--- config.mk ---
export PLATFORM = sky130hd
export DESIGN_NAME = regfile_nr
export DESIGN_NICKNAME = d
export VERILOG_FILES = /design/src/rtl/regfile_nr.sv
export SDC_FILE = /design/constraint.sdc
export NUM_CORES = 2
export LEC_CHECK = 0
export ABC_CLOCK_PERIOD_IN_PS = 72900
export CAP_MARGIN = 5
export CELL_PAD_IN_SITES_DETAIL_PLACEMENT = 0
export CELL_PAD_IN_SITES_GLOBAL_PLACEMENT = 2
export CORE_ASPECT_RATIO = 0.75
export CORE_UTILIZATION = 47
export CTS_CLUSTER_SIZE = 16
export DETAILED_ROUTE_END_ITERATION = 7
export GPL_ROUTABILITY_DRIVEN = 0
export PLACE_DENSITY = 0.79
export SYNTH_ARGS = -nofsm -noshare
export SYNTH_HDL_FRONTEND = slang
export SYNTH_SLANG_ARGS = --single-unit
--- constraint.sdc ---
create_clock -name clk -period 72.9 [get_ports clk]
set_clock_uncertainty 0.2 [all_clocks]
set_input_delay 7.29 -clock clk [delete_from_list [all_inputs] [get_ports clk]]
set_output_delay 7.29 -clock clk [all_outputs]
set_load 0.005 [all_outputs]
--- src/rtl/regfile_nr.sv ---
// Parametrised register file: two combinational read ports, one synchronous
// write port, optional hardwired zero register and write-to-read bypass.
module regfile_nr #(
  parameter  int WIDTH    = 64,
  parameter  int NREGS    = 32,
  parameter  int ZERO_REG = NREGS - 1,
  parameter  int BYPASS   = 1,
  localparam int AW       = $clog2(NREGS)
) (
  input  logic             clk,
  input  logic             reset,
  input  logic             RegWrite,
  input  logic [AW-1:0]    WriteRegister,
  input  logic [WIDTH-1:0] WriteData,
  input  logic [AW-1:0]    ReadRegister1,
  input  logic [AW-1:0]    ReadRegister2,
  output logic [WIDTH-1:0] ReadData1,
  output logic [WIDTH-1:0] ReadData2
);

  logic [WIDTH-1:0] mem_q [NREGS];
  logic [WIDTH-1:0] rd1_d;
  logic [WIDTH-1:0] rd2_d;
  logic             wr_ok;

  assign wr_ok = RegWrite && (int'(WriteRegister) != ZERO_REG);

  always_ff @(posedge clk or posedge reset) begin
    if (reset) begin
      for (int i = 0; i < NREGS; i++) mem_q[i] <= '0;
    end else if (wr_ok) begin
      mem_q[WriteRegister] <= WriteData;
    end
  end

  // Binary 2:1 mux tree, reduced in place: address bit 0 at the leaves,
  // bit AW-1 at the root.
  function automatic logic [WIDTH-1:0] tree_rd(input logic [AW-1:0] addr);
    logic [WIDTH-1:0] node [NREGS];
    for (int i = 0; i < NREGS; i++) node[i] = mem_q[i];
    for (int b = 0; b < AW; b++) begin
      for (int j = 0; j < (NREGS >> (b + 1)); j++) begin
        node[j] = addr[b] ? node[2*j+1] : node[2*j];
      end
    end
    return node[0];
  endfunction

  function automatic logic [WIDTH-1:0] port_rd(input logic [AW-1:0] addr);
    logic [WIDTH-1:0] val;
    val = tree_rd(addr);
    if (reset || int'(addr) == ZERO_REG) begin
      val = '0;
    end else if (BYPASS != 0 && RegWrite && WriteRegister == addr) begin
      val = WriteData;
    end
    return val;
  endfunction

  always_comb begin
    rd1_d = port_rd(ReadRegister1);
    rd2_d = port_rd(ReadRegister2);
  end

  assign ReadData1 = rd1_d;
  assign ReadData2 = rd2_d;

endmodule

==> impl_results.md <==
- Startpoint class of the critical path: input port
- Starting Density: 0.473
- Vias per cell: 6.56
- Top reg by flops: mem_q
- H-Tree Depth: 4
- Synth area leaders: dfrtp_1 (46%), mux2_2 (19%), mux4_2 (18%)
- Sequential area share after synthesis: 0.460
- Metal2 WL: 163000 microns
- Top Registers: mem_q x2048
- Detailed Routing Iterations Pass 1: 6
- Setup TNS: 0 ns
- Num rows: 154
- RSZ-0062 raised after global routing: no
- Post-synth top area share: 0.460
- Placed Cells: between 10k and 15k
- GRT overflow: 0
- Syn_nets: about 7.5k
- Final nets: ~7.3k
- Final setup margin: 53.40 ns
- Synth Instances: around 7.4k
- Worst path required time: between 60 and 70 ns
- Max IR drop VDD: approximately 0.02 mV
- Starting DRT DRC Count: around 5.4k
- Pre-CTS WS: between 50 and 60 ns
- Clk buf depth: 4
- Slew @ Worst Pin: 1.34 ns
- Clock Latency Late Sink: 0.88 ns
- Delay-heaviest family, CP: buffers and inverters
- Crit Path Category: input port to output pin
- Post-DRT Antenna Nets: 0
- Input/output buffers: around 210
- Post-synth EDFFs: 0
- PwrDens: 27.4 mW/mm^2
- FF/Latch Area: between 0.05 and 0.06 sq mm
- Area growth, synth to finish: 9.65%
- Largest net degree at the start of global routing: between 150 and 200
- CTS Buf Count: 218
- DR WL met3: 20300 microns
- Yosys cell types: 44
- Top FF cell, synth: dfrtp_1
- Final hold vios: 0
- Hold Buf Count CTS: 0
- Total Wirelength: 345000 microns
- Die area: approximately 0.24 sq mm
- Asr flop ratio synth: 1.00
- Wire per inst: around 33 microns
- Max reg flops: around 2k
- Die H: ~420 microns
- Top Metal Used: met5
- Period utilization: 0.267
- Chip width: roughly 560 microns
- Initial antenna violation count: 16
- Num Clock Sinks: just over 2k
- Mean Syn Cell Area: between 10 and 15 sq um
- Netlist Area Pre-Place: 0.111 sq mm
- Total track usage: 0.291
- Share of cells above drive strength 1: 0.465
- Crit path time final: between 15 and 20 ns
- Endpoint class of the critical path: output pin
- # resized after CTS: 0
- DR vias: 68.7k
- Fmax: between 50 and 60 MHz
- Rel. slew slack: 0.101
- MaxCap Viol Count: 0
- Yosys warns: 0
- Critical path cell sequence: clkdlybuf4s50_1, xor2_1, nor4_2, a21bo_4, buf_4, a211oi_1, a211oi_1, clkdlybuf4s50_1
- Filler cell count: ~19k
- Yosys top cell by area: dfrtp_1
- Post-Route M1 WL: about 150000 microns
- Reg clk slew, reported paths: around 0.060 ns
- I/O pin total: between 200 and 250
- DRC viols: 0
- P_leak: ~53 nW
- First-pass GRT wire length: about 500000 microns
- CTS tree: done
- Layout Cells excl Fill: around 10k
- Critical path data arrival time: approximately 12 ns
- Multi-input gate area: around 0.056 sq mm
- Final core area utilization: 0.519
- Core area: 0.235 sq mm
- Worst path max stage delay: between 0.8 and 0.9 ns
- # Post-CTS Setup Buffers: 0
- Yosys reg bits: ~2.0k
- CP bufs+invs: 3
- # setup viols final: 0
- Post-synth top cells: dfrtp_1 (2048), mux2_2 (1919), mux4_2 (895)
- Outcome: finished clean
- Vias in the first global route: 71.9k
- Critical path's slowest cell: a21bo_4
- Pins Over Slew Limit: 0
- Worst hold-check path type: register to register
- Post-DP HPWL: 188000 microns
- Root buf cell: clkbuf_16
- Max FO, Critical Path: 36
- Most instantiated library cell after synthesis: dfrtp_1
[layer usage]
metal | track usage | vias to the layer above
li1 | - | 28200
met1 | 0.411 | 37700
met2 | 0.462 | 2197
met3 | 0.0456 | 561
met4 | 0.0910 | 10
met5 | 0 | -
[layout by cell type (no fill, tap or decap), drive strengths merged, types with 122 or more instances in the layout]
cell              n
clkdlybuf4s50   201
and3            122
a22oi           124
buf             191
mux4            895
o211ai          242
dfrtp          2048
clkbuf          310
o21ai           130
mux2i           630
mux2           1986
[worst paths after layout]
check / startpoint / endpoint / slack (ns) / cells after the start
worst max-delay path: WriteRegister[1] / ReadData2[55] / 53.40 / 8
worst min register to register: mem_q[8] / mem_q[8] / 0.19 / 0
max in group asynchronous: reset / mem_q[224] / 59.76 / 8
worst min-delay path: mem_q[8] / mem_q[8] / 0.19 / 0
worst max register to register: mem_q[2039] / mem_q[2039] / 71.87 / 1
min in group asynchronous: reset / mem_q[120] / 7.04 / 2
[final cells by class]
type                       count  area share
multi-input combinational   4513       0.458
inverter                       3    0.000195
antenna                        6    0.000123
clock buffer                 310      0.0527
tap                         3120      0.0320
sequential                  2048       0.420
clock inverter                76     0.00797
timing repair buffer         392      0.0293
[per-stage QoR]
step | area, sq um | total power, W | hold WS, ns
after floorplan | 111000 | 0.00203 | 0.240
after global placement | 115000 | 0.00217 | 0.175
after detailed placement | 115000 | 0.00220 | 0.182
after CTS | 122000 | 0.00337 | 0.196
after global routing | 122000 | 0.00350 | 0.206
final | 122000 | 0.00335 | 0.191
[power breakdown]
group | leakage (nW) | internal, W | switching (W)
clock | 3.66 | 0.000682 | 0.000483
combinational | 23.1 | 0.000414 | 0.000268
sequential | 26.3 | 0.00135 | 0.000152
[kinds of logic after synthesis]
logic type,share of synthesized area
muxes,0.438
DFF,0.460
AOI/OAI and AO/OA,0.0421
xor gates and xnor gates,0.000786
and+or+nand+nor,0.0190
buffers and inverters,0.0397
Power figures use the tool's default switching activity.
